==> src/rtl/laser_link_pkg.sv <==
// Shared laser link definitions: rx FSM states, frame width, defaults.
// Imported by the laser transmitter and receiver.
package laser_link_pkg;

  typedef enum logic [2:0] {
    IDLE,
    START,
    DATA,
    STOP,
    BREAK
  } rx_state_t;

  localparam int   FRAME_DATA_BITS  = 8;
  localparam int   DEF_CLKS_PER_BIT = 4;
  localparam logic DEF_IDLE_LEVEL   = 1'b0;

endpackage

==> src/rtl/laser_rx_sampler.sv <==
// Synchronizer + 3-deep history + 2-of-3 majority on the photodiode bit.
// Ports: clock, reset_n, laser_in (async) -> s (synced), maj (vote of window).
import laser_link_pkg::*;

module laser_rx_sampler #(
  parameter int   SYNC_STAGES = 2,
  parameter logic IDLE_LEVEL  = DEF_IDLE_LEVEL
) (
  input  logic clock,
  input  logic reset_n,
  input  logic laser_in,
  output logic s,
  output logic maj
);

  logic [SYNC_STAGES-1:0] sync_q;
  logic [2:0]             win;

  always_ff @(posedge clock or negedge reset_n) begin
    if (!reset_n) begin
      sync_q <= {SYNC_STAGES{IDLE_LEVEL}};
      win    <= {3{IDLE_LEVEL}};
    end else begin
      sync_q <= {sync_q[SYNC_STAGES-2:0], laser_in};
      win    <= {win[1:0], sync_q[SYNC_STAGES-1]};
    end
  end

  assign s   = sync_q[SYNC_STAGES-1];
  assign maj = (win[0] & win[1]) |
               (win[0] & win[2]) |
               (win[1] & win[2]);

endmodule

==> src/rtl/laser_byte_receiver.sv <==
// Laser link deframer: start detect, mid-bit majority sampling, byte out.
// Ports: clock, reset_n, en, laser_in -> data_valid/data_out, frame_err, busy, counters.
import laser_link_pkg::*;

module laser_byte_receiver #(
  parameter int   CLKS_PER_BIT = DEF_CLKS_PER_BIT,
  parameter int   SYNC_STAGES  = 2,
  parameter logic IDLE_LEVEL   = DEF_IDLE_LEVEL
) (
  input  logic                       clock,
  input  logic                       reset_n,
  input  logic                       en,
  input  logic                       laser_in,
  output logic                       data_valid,
  output logic [FRAME_DATA_BITS-1:0] data_out,
  output logic                       frame_err,
  output logic                       busy,
  output logic [15:0]                byte_count,
  output logic [7:0]                 err_count
);

  localparam int   CW   = $clog2(CLKS_PER_BIT);
  localparam int   BW   = $clog2(FRAME_DATA_BITS);
  localparam int   HALF = CLKS_PER_BIT / 2;
  localparam logic ACT  = ~IDLE_LEVEL;

  localparam logic [CW-1:0] CYC_LAST = CW'(CLKS_PER_BIT - 1);
  localparam logic [CW-1:0] CYC_DEC  = CW'(HALF + 1);
  localparam logic [BW-1:0] BIT_LAST = BW'(FRAME_DATA_BITS - 1);

  logic s;
  logic maj;

  laser_rx_sampler #(
    .SYNC_STAGES (SYNC_STAGES),
    .IDLE_LEVEL  (IDLE_LEVEL)
  ) u_sampler (
    .clock    (clock),
    .reset_n  (reset_n),
    .laser_in (laser_in),
    .s        (s),
    .maj      (maj)
  );

  rx_state_t                  state;
  logic [CW-1:0]              cyc;
  logic [CW-1:0]              brk_cnt;
  logic [BW-1:0]              bit_idx;
  logic [FRAME_DATA_BITS-1:0] shreg;

  logic at_dec;
  logic at_last;
  logic [CW-1:0] cyc_nxt;

  assign at_dec  = (cyc == CYC_DEC);
  assign at_last = (cyc == CYC_LAST);
  assign cyc_nxt = at_last ? '0 : cyc + 1'b1;
  assign busy    = (state != IDLE);

  always_ff @(posedge clock or negedge reset_n) begin
    if (!reset_n) begin
      state      <= IDLE;
      cyc        <= '0;
      brk_cnt    <= '0;
      bit_idx    <= '0;
      shreg      <= '0;
      data_valid <= 1'b0;
      frame_err  <= 1'b0;
      data_out   <= '0;
      byte_count <= '0;
      err_count  <= '0;
    end else begin
      data_valid <= 1'b0;
      frame_err  <= 1'b0;
      if (!en) begin
        state   <= IDLE;
        cyc     <= '0;
        bit_idx <= '0;
        brk_cnt <= '0;
      end else begin
        unique case (state)
          IDLE: begin
            if (s == ACT) begin
              state <= START;
              cyc   <= '0;
            end
          end
          START: begin
            cyc <= cyc_nxt;
            if (at_dec && maj != ACT) begin
              state <= IDLE;
            end else if (at_last) begin
              state   <= DATA;
              bit_idx <= '0;
            end
          end
          DATA: begin
            cyc <= cyc_nxt;
            if (at_dec) begin
              shreg <= {maj, shreg[FRAME_DATA_BITS-1:1]};
            end
            if (at_last) begin
              if (bit_idx == BIT_LAST) begin
                state <= STOP;
              end else begin
                bit_idx <= bit_idx + 1'b1;
              end
            end
          end
          STOP: begin
            cyc <= cyc_nxt;
            // Leave at the decision point so a back-to-back start is seen.
            if (at_dec) begin
              if (maj == IDLE_LEVEL) begin
                data_out   <= shreg;
                data_valid <= 1'b1;
                byte_count <= byte_count + 16'd1;
                state      <= IDLE;
              end else begin
                frame_err <= 1'b1;
                if (err_count != 8'hFF) begin
                  err_count <= err_count + 8'd1;
                end
                brk_cnt <= '0;
                state   <= BREAK;
              end
            end
          end
          BREAK: begin
            if (s == IDLE_LEVEL) begin
              if (brk_cnt == CYC_LAST) begin
                brk_cnt <= '0;
                state   <= IDLE;
              end else begin
                brk_cnt <= brk_cnt + 1'b1;
              end
            end else begin
              brk_cnt <= '0;
            end
          end
          default: state <= IDLE;
        endcase
      end
    end
  end

endmodule

==> config.mk <==
export PLATFORM = sky130hd
export DESIGN_NAME = laser_byte_receiver
export DESIGN_NICKNAME = d
export VERILOG_FILES = /design/src/rtl/laser_link_pkg.sv /design/src/rtl/laser_rx_sampler.sv /design/src/rtl/laser_byte_receiver.sv
export SDC_FILE = /design/constraint.sdc
export NUM_CORES = 1
export LEC_CHECK = 0
export CORE_ASPECT_RATIO = 0.8
export CORE_UTILIZATION = 48
export DETAILED_ROUTE_END_ITERATION = 10
export PLACE_DENSITY = 0.75
export SYNTH_ARGS = -nofsm -noshare
export SYNTH_HDL_FRONTEND = slang
export SYNTH_SLANG_ARGS = --single-unit
==> constraint.sdc <==
create_clock -name clock -period 1.9 [get_ports clock]
set_input_delay 0.38 -clock clock [delete_from_list [all_inputs] [get_ports clock]]
set_output_delay 0.38 -clock clock [all_outputs]
set_load 0.02 [all_outputs]
Word level (Yosys, flattened, before mapping):

Cells that the tools add are included.

* logic and storage cells: 91
* output and inout port bits: 35
* bits in registers: 57
* input bits: 4

* reduce and logical (&&, ||, !) cells: 11
* mux-type cells: 35
* $add $sub $neg: 5
* bitwise logic cells: 6
* equal/unequal tests: 22

Operators by type and width (count)
* $mux W3: 15
* $ne A3 B3 Y1 const B: 9
* $add A16 B1 Y16 const B: 1
* $mux W2: 8
* $pmux W3 S5: 1
* $reduce_and A5 Y1: 2
* $add A8 B1 Y8 const B: 1
* $mux W1: 8
* $ne A8 B8 Y1 const B: 1
* $pmux W2 S2: 2
* $reduce_and A7 Y1: 1
* $eq A3 B2 Y1 const B: 2
* $eq A3 B3 Y1 const B: 2
* $ne A3 B1 Y1 const B: 2
* $ne A3 B2 Y1 const B: 2
* $pmux W3 S2: 1
* $reduce_and A3 Y1: 2
* $add A2 B1 Y2 const B: 2
* $eq A2 B2 Y1 const B: 2
* $ne A4 B4 Y1 const B: 1
* $reduce_and A4 Y1: 1
* $add A3 B1 Y3 const B: 1
* $and A1 B1 Y1: 3
* $eq A3 B1 Y1 const B: 1
* other kinds (7): 8

Longest topological paths before layout:

Gate-level depths: netlist of run 1.

* word-level depth: 8
* depth in mapped cells: 6
* mapped depth without buffers: 6

Hierarchy:

A second synthesis of run 1 with hierarchy kept.

* cell total of the unflattened synthesis: 212
* area, all modules: 2567.5 um^2

Modules (own cells, without submodules)
* laser_byte_receiver: cells an instance 206, area each 2431.1 um^2, times used 1, sequential area each 1301.2 um^2
* laser_rx_sampler: cells an instance 6, area each 136.4 um^2, times used 1, sequential area each 125.1 um^2

Worst setup path before layout of run 1:

OpenSTA, ideal clock, no wires.

* path kind: register to register
* from: register u_sampler.win[1]
* to: register byte_count[1]
* buffers on the path: 2
* required time: 1.775 ns
* arrival time: 1.662 ns
* slack: 0.113 ns
* stages on the path, launching flop included: 6
* cells stage by stage: dfrtp_1 > maj3_2 > buf_6 > nor3_1 > buf_4 > mux2_2

* longest elaborated chain between the ends: 5
* elaborated cells on any way between the ends: 6
* those cells by class: 5 x bitwise; 1 x reduce/logical

Ends and longest elaborated chain
* start, declared: RTL line laser_rx_sampler.sv:17 `logic [2:0] win;`
* start signal, assigned: RTL line laser_rx_sampler.sv:22 `win <= {3{IDLE_LEVEL}};`
* start signal, assigned: RTL line laser_rx_sampler.sv:25 `win <= {win[1:0], sync_q[SYNC_STAGES-1]};`
* $and A1 B1 Y1: RTL line laser_rx_sampler.sv:30 `assign maj = (win[0] & win[1]) |`
* $or A1 B1 Y1: RTL line laser_rx_sampler.sv:30
* $or A1 B1 Y1 (*): RTL line laser_rx_sampler.sv:31 `(win[0] & win[2]) |`
* $not A1 Y1 (no line) (*)
* $reduce_and A4 Y1 (no line) (*)
* end signal, assigned: RTL line laser_byte_receiver.sv:117 `byte_count <= byte_count + 16'd1;`
* end, declared: RTL line laser_byte_receiver.sv:18 `output logic [15:0] byte_count,`

Every way passes the cells marked *; elsewhere a longest branch is shown, timed or not.
A chain may end at the register's enable or synchronous reset.

Worst setup path after layout of run 1:

* from: register byte_count[3]
* to: output port byte_count[3]

No word-level cell between the ends.

==> results of run 1 <==
==> cell families (layout without fill, tap and decap cells) <==
logic type               Yosys count  in the layout  synth area share
AND/OR/NAND/NOR                   72             72             0.159
flip-flops                        57             57             0.571
AO/OA/AOI/OAI                     15             15            0.0391
buffers and inverters             11             72            0.0271
multiplexers                      23             23             0.102
adder cells (fa/ha/maj)            7              7            0.0346
XOR/XNOR                          19             19            0.0667
==> power groups by stage <==
stage | clock [mW] | sequential, mW | combinational (mW)
6_report | 1.12 | 1.23 | 0.0714
5_1_grt | 1.21 | 1.23 | 0.0815
4_1_cts | 1.15 | 1.23 | 0.0733
3_5_place_dp | 0 | 1.25 | 0.0741
3_3_place_gp | 0 | 1.25 | 0.0736
2_1_floorplan | 0 | 1.25 | 0.0317
==> layer usage <==
layer  vias to the layer above  routed length, µm  global-route usage
met3                         4                297              0.0973
met2                        43               2110               0.285
met5                         -                  0                   0
li1                        837                  -                   -
met4                         0                 24              0.0517
met1                       853               2230               0.261
==> worst register-to-register path: stages, from the launching register on <==
cell	delay, ns
sky130_fd_sc_hd__dfrtp_1	0.38
sky130_fd_sc_hd__maj3_2	0.42
sky130_fd_sc_hd__nor3_2	0.27
sky130_fd_sc_hd__buf_4	0.21
sky130_fd_sc_hd__mux2_2	0.36
==> sequential cells by signal (all words and copies together), names as in the netlist <==
name,cells
u_sampler.sync_q,2
data_out,8
u_sampler.win,3
data_valid,1
frame_err,1
err_count,8
state,3
brk_cnt,2
shreg,8
byte_count,16
cyc,2
bit_idx,3
==> synthesized netlist by cell type, drive strengths merged (3+ instances only) <==
master / count
dfrtp: 57
and3: 3
mux2i: 3
nand3: 11
inv: 4
nand4: 9
mux2: 20
nand2: 20
o21ai: 5
nor3: 4
nor2: 9
xor2: 4
buf: 4
xnor2: 15
ha: 6
clkbuf: 3
==> how the worst min path moves through the flow <==
stage                     cells past startpoint  slack, ns                       endpoint
after global routing                          2       0.05           shreg[1]$_DFFE_PN0P_
final                                         2       0.04       err_count[0]$_DFFE_PN0P_
after CTS                                     2       0.04       err_count[4]$_DFFE_PN0P_
after global placement                        0       0.34  u_sampler.sync_q[1]$_DFF_PN0_
after floorplan                               0       0.08         bit_idx[0]$_DFFE_PN0P_
after detailed placement                      0       0.34  u_sampler.sync_q[1]$_DFF_PN0_
==> placed cells by master, fill, tap and decap left out, drive strengths merged, types with 2 or more instances in the layout <==
master,instances
clkbuf,11
nor2,9
a21oi,2
a31oi,2
nand4,9
dfrtp,57
xnor2,15
clkdlybuf4s50,36
nor3,4
nand3,11
and3,3
and4,2
a21boi,2
or3,2
nand2,20
ha,6
nor4,2
inv,4
clkinvlp,2
buf,15
nor3b,2
o21ai,5
mux2i,3
xor2,4
nand2b,2
mux2,20
clkinv,2
==> layout make-up <==
type | count | area (µm²)
Inverter | 4 | 15.0
Clock buffer | 11 | 141
Sequential cell | 57 | 1430
Multi-Input combinational cell | 136 | 1010
Clock inverter | 5 | 55.1
Timing Repair Buffer | 52 | 492
Fill cell | 421 | 1790
Tap cell | 62 | 77.6
==> summary by stage, run 1 <==
Clock tree
After clock tree synthesis, the clock-pin slew on the worst setup and hold paths is 0.07 ns. The TritonCTS clock tree is done. The number of sinks handled by clock tree synthesis is 57. The total number of H-tree levels is 3. The number of hold-repair buffers added at the cts stage is 0. The source-to-sink clock delay at the later pin of the worst-skew pair is 0.33 ns. CTS placed an instance of sky130_fd_sc_hd__clkbuf_8 at the clock tree root.

TritonCTS created 9 clock buffers. Post-CTS timing repair inserted 0 buffers for setup. The largest buffer count on any clock path is 2. After clock tree synthesis, the repair step resized 2 gates.

Setup path
Following the worst setup path forward leads to its endpoint at byte_count[3]. Together, buffers and inverters on the worst path number 1. The startpoint identified for the worst register-to-register timing path is u_sampler.win[1]$_DFF_PN0_. The most critical setup path has its startpoint at byte_count[3]$_DFFE_PN0P_. In this design, the largest share of critical-path delay is due to buffers and inverters. The internal reg-to-reg setup slack is between 0.1 and 0.15 ns. The worst-path maximum fanout is 6.

The cell with the largest stage delay on the worst path is sky130_fd_sc_hd__clkdlybuf4s50_1. The number of cells on the worst reg-to-reg path is 4. The signal on the critical path passes through clkdlybuf4s50_1. The worst setup path is captured at an output port. The endpoint identified for the worst register-to-register timing path is data_out[0]$_DFFE_PN0P_.

The largest single stage delay on the critical path is 0.67 ns. The type of the setup path with the least slack is reg -> out. The cell depth of the worst setup path is 1. The data arrival time of the critical path is 1.46 ns. STA puts the critical path data required time at about 1.5 ns.

The element type at the critical path start is a register.

Yosys
The flip-flop cell with the highest count after synthesis is sky130_fd_sc_hd__dfrtp_1. The share of synthesized area in the top cell type comes to 0.571. The yosys synthesis warning count is 0. When the netlist entered floorplanning its net count stood at 214. The synthesized design contains 0 enable-type register cells.

After technology mapping, the gate count stands at 204. The flip-flop and latch count after synthesis is 57. The post-synthesis area per instance is 12.2 µm². The cell area after synthesis is 0.00250 mm². After synthesis, the netlist uses 39 different library cells. The share of synthesized registers carrying an async set or reset is 1.00.

Sorting the synthesized cells by area gives the leading types as sky130_fd_sc_hd__dfrtp_1, sky130_fd_sc_hd__mux2_2, sky130_fd_sc_hd__xnor2_1, sky130_fd_sc_hd__ha_1, sky130_fd_sc_hd__nand2_1. The biggest area consumer among synthesized cells is sky130_fd_sc_hd__dfrtp_1. The sequential-to-total area share from yosys stat is 0.571.

Power and ir drop
The leakage power of the design is 1.47 nW. Of the total power, combinational logic draws 0.030. The total net switching power is 0.538 mW. The overall power of the completed layout is 2.42 mW. Internal power comes to 1.88 mW. The clock share of power is 0.463.

The maximum vdd ir drop is ~0.00065 V. The fraction of power consumed by sequential logic is 0.508. The switching share of power is 0.222. The total power per unit cell area is 751 mW/mm².

Global routing
After global routing the overflow that remains totals 0. The global-route wire length before repair is a little under 8 mm. The via count of the first global-routing pass is 1640. The number of antenna violations at the first check in global routing is 0.

Entering global routing, the biggest net connects 58 pins. In the global route stage, overall resource usage came out at 0.197.

Floorplanning
The overall die area is 0.00549 mm². The effective utilization at floorplan is 0.499. The number of primary I/O pins is 39. The die span in y is 66.5 µm. The die span in x is 82.6 µm. After floorplanning, the core was divided into 23 placement rows. The region available for standard cell placement spans roughly 0.005 mm².

Placed design
In this run the tool buffered the top-level ports with 38 buffer cells. Summed over all nets, the half-perimeter wirelength after detailed placement is 3.09 mm. The last weighted congestion value of the routability-driven placer is about 0.8. The pre-CTS setup slack is -0.184 ns. After detailed placement, the total cell area comes to 0.00301 mm². After detailed placement, the design holds a cell count of ~310.

Finish
The finished layout cell area is 0.00322 mm². The end-of-flow core utilization is 0.643. The number of nets in the final layout is 270. The repair_antennas step left the layout with diodes totalling 0.

Compared with the post-synthesis result, the final layout area differs by 29.1%. The fraction of layout cells with a size suffix above 1 is 0.219. The final standard cell count with taps included and fillers excluded is 327.

Timing
The worst-case clock skew is 0.00696 ns. The actual transition at the worst max-transition pin is 0.500 ns. In the finished design, the share of the clock period the worst path needs comes to 0.966. The hold violation total from the final report is 0.

After layout, the minimum clock period comes to around 1.8 ns. The worst setup slack after layout is 0.0646 ns. Setup repair after global routing left no endpoint under its margin.

Across all hold checks on the routed design, the worst slack comes to 0.0369 ns. For this run, the top clock speed supported by timing is about 540 MHz. The worst slew slack as a fraction of its limit is 0.666. The final max-slew violation count is 0.

The final total negative setup slack is 0 ns. The final setup violation count is 0.

Hold path
The path class of the tightest hold or removal check is in -> async.

Route
For this block, the initial DRC count from the detailed router was 100. The routed wirelength normalized by instance count is 14.3 µm. After detailed routing, the number of vias per cell comes to between 5 and 6. The routed wire length is 4.66 mm.

The pre-antenna-repair detailed-routing pass consisted of 4 iterations. The number of remaining DRC errors is 0. Once detail routing completed, the nets flagged for antenna violations numbered 0.

The total via count after detailed routing is 1737.

Job
The tool flagged a number of max-cap violations equal to 0.

Status
The flow ran to the end, and the final reports show no timing, DRC or antenna violations.
Note: power is estimated with default switching activity, not from simulation.
==> inputs of run 2 (changes only) <==
--- a/config.mk
+++ b/config.mk
@@ -7,6 +7,7 @@
 export LEC_CHECK = 0
 export CORE_ASPECT_RATIO = 0.8
 export CORE_UTILIZATION = 48
+export CTS_CLUSTER_DIAMETER = 100
 export DETAILED_ROUTE_END_ITERATION = 10
 export PLACE_DENSITY = 0.75
 export SYNTH_ARGS = -nofsm -noshare
==> results of run 2 <==
No change in the layout: final DEF, timing and power equal those of run 1.
==> inputs of run 3 (changes only) <==
--- a/config.mk
+++ b/config.mk
@@ -10,6 +10,7 @@
 export CTS_CLUSTER_DIAMETER = 100
 export DETAILED_ROUTE_END_ITERATION = 10
 export PLACE_DENSITY = 0.75
+export REMOVE_ABC_BUFFERS = 1
 export SYNTH_ARGS = -nofsm -noshare
 export SYNTH_HDL_FRONTEND = slang
 export SYNTH_SLANG_ARGS = --single-unit
==> summary by stage, run 3 (synthesis gave the netlist of run 1 again) <==
Floorplanning
The overall die area is between 0.005 and 0.006 mm². The die span in y is 66.5 µm. The effective utilization at floorplan is 0.499. The die span in x is between 80 and 90 µm. The floorplan has 23 rows. The number of primary I/O pins is 39.

The placeable core region is 0.00501 mm².

Setup path
The kind of cell with the highest combined delay along the critical path is buffers and inverters. The type of the setup path with the least slack is reg -> out. The stage delay of the slowest cell on the critical path is about 0.65 ns. Traced cell by cell, the critical path runs through clkdlybuf4s50_1. The startpoint identified for the worst register-to-register timing path is u_sampler.win[0]$_DFF_PN0_. On the critical path, the stage with the largest delay is an instance of sky130_fd_sc_hd__clkdlybuf4s50_1. At the worst endpoint, the required time is ~1.5 ns.

In this run the worst setup path begins at err_count[2]$_DFFE_PN0P_. STA classifies the critical path startpoint as a register. Following the worst setup path forward leads to its endpoint at err_count[2].

Data arrives at the worst endpoint at 1.43 ns. The number of buffers and inverters on the critical path is 1. The setup check on the worst reg-to-reg path leaves a slack of 0.14 ns. The cell depth of the worst setup path is 1. The worst reg2reg path endpoint is byte_count[7]$_DFFE_PN0P_. The kind of end point of the critical path is an output port.

For the worst flop-to-flop path, the logic depth is 4. In this run the worst path has a maximum fanout of 8.

Finish
The library cell used most frequently in the layout, excluding fill and tap cells, is sky130_fd_sc_hd__dfrtp_1. In the layout the commonest cells are sky130_fd_sc_hd__dfrtp_1, sky130_fd_sc_hd__clkdlybuf4s50_1, sky130_fd_sc_hd__mux2_2, sky130_fd_sc_hd__nand2_1. The number of nets in the final layout is 272. Ranked by flip-flop count, first place goes to byte_count. The area overhead of the layout relative to synthesis is 30.3%. The register with the most flip-flops in the layout has 16 of them. The fraction of layout cells with a size suffix above 1 is 0.225. The number of diodes is 0. After routing the design area is 0.00325 mm². At the end of the flow the core is filled with cells to 0.650.

Clock tree
Gates resized during post-CTS repair numbered 1. Buffers inserted during clock tree synthesis total 9. The root buffer selected by CTS is sky130_fd_sc_hd__clkbuf_8.

At the later pin of the worst-skew pair, clock insertion delay measures 0.33 ns. The clock-pin transition on the worst setup and hold timing paths is ~0.060 ns. In this run the post-CTS setup repair buffer count came out at 0. Buffers inserted to repair hold after CTS numbered 0. TritonCTS built the clock tree.

In this run the number of H-tree levels came out at 3. The number of sinks handled by clock tree synthesis is 57. The largest buffer count on any clock path is 2.

Placed design
OpenSTA, run right after detailed placement, puts the worst setup slack at -0.143 ns. In this run the cell area measured after placement is a little over 0.003 mm². Routability-driven placement finished with a final weighted congestion of 0.843. The detailed placement HPWL is 3.22 mm.

The number of input and output port buffers inserted is 38.

Global routing
The first global-routing pass estimated 7.89 mm of wire. For this run, the total global-route usage over all layers was measured as 0.203. The maximum number of pins on one net before global-route repair is 58. The number of antenna violations at the first check in global routing was 0.

The via count of the first global-routing pass was about 1700. Global routing finished with a remaining overflow of 0.

Route
The detail route stage leaves a number of antenna-violating nets equal to 0. The number of remaining DRC errors is 0. For this block, the routed nets add up to 4.73 mm of wire. After detailed routing, the number of vias per cell comes to 5.29. The routed wirelength normalized by instance count is 14.4 µm. The detailed router finished its first iteration with 120 violations.

The total via count after detailed routing is 1741. Before antenna repair, the detailed router went through 4 iterations.

Timing
The hold violation total from the final report is 0. The actual transition at the worst max-transition pin is 0.464 ns. For the finished layout, the period the worst path requires is 1.81 ns. Setup repair after global routing left no endpoint under its margin. The worst setup slack after layout is 0.0881 ns. Headroom to the max-slew limit came out at 0.691. The final max-slew violation count is 0. For this run, the top clock speed supported by timing is 552 MHz.

The final setup violation count is 0. The final cycle utilization of the critical path is 0.954. The worst-case clock skew is 0.00516 ns.

Power and ir drop
The leakage power of the design is about 1.5 nW. For this design the ratio of total power to cell area is 784 mW/mm². Power comes to 2.55 mW. VDD sags by at most 0.000607 V.

Job
The tool flagged a number of max-cap violations equal to 0.

Status
The flow ran to the end, and the final reports show no timing, DRC or antenna violations.

Hold path
The min-delay analysis places its worst path in the category in -> async.
run 3: where the power goes:
group	switching [mW]	internal, mW
Combinational	0.0482	0.0253
Sequential	0.00685	1.22
Clock	0.509	0.737
run 3: final cells by class:
type                    instances  area, µm²
fillers                       385       1750
flip-flops and latches         57       1430
multi-input cells             136       1010
repair buffers                 54        507
clock buffers                   9        124
clock inverters                 7       93.8
well taps                      62       77.6
inverters                       4       15.0
run 3: worst min-delay path by stage:
| stage | to | slack (ns) | depth (start not counted) | startpoint |
|---|---|---|---|---|
| floorplan | bit_idx[0]$_DFFE_PN0P_ | 0.08 | 0 | reset_n |
| detailed placement | u_sampler.sync_q[1]$_DFF_PN0_ | 0.34 | 0 | u_sampler.sync_q[0]$_DFF_PN0_ |
| finish | err_count[5]$_DFFE_PN0P_ | 0.02 | 2 | reset_n |
| global placement | u_sampler.sync_q[1]$_DFF_PN0_ | 0.34 | 0 | u_sampler.sync_q[0]$_DFF_PN0_ |
| CTS | state[2]$_DFFE_PN0P_ | 0.04 | 2 | reset_n |
| global route | err_count[6]$_DFFE_PN0P_ | 0.04 | 2 | reset_n |
run 3: metrics by stage:
stage / std cells / hold WS [ns] / setup TNS (ns)
6_report: 329 / 0.0243 / 0
4_1_cts: 329 / 0.0378 / 0
2_1_floorplan: 197 / 0.0844 / -2.68
3_3_place_gp: 313 / 0.335 / -2.19
5_1_grt: 329 / 0.0446 / 0
3_5_place_dp: 313 / 0.337 / -3.22
run 3: layer usage:
metal,vias up,wire [µm],track usage
met4,0,34,0.0647
met5,-,0,0
met3,2,224,0.0904
li1,843,-,-
met2,33,2170,0.284
met1,863,2300,0.280
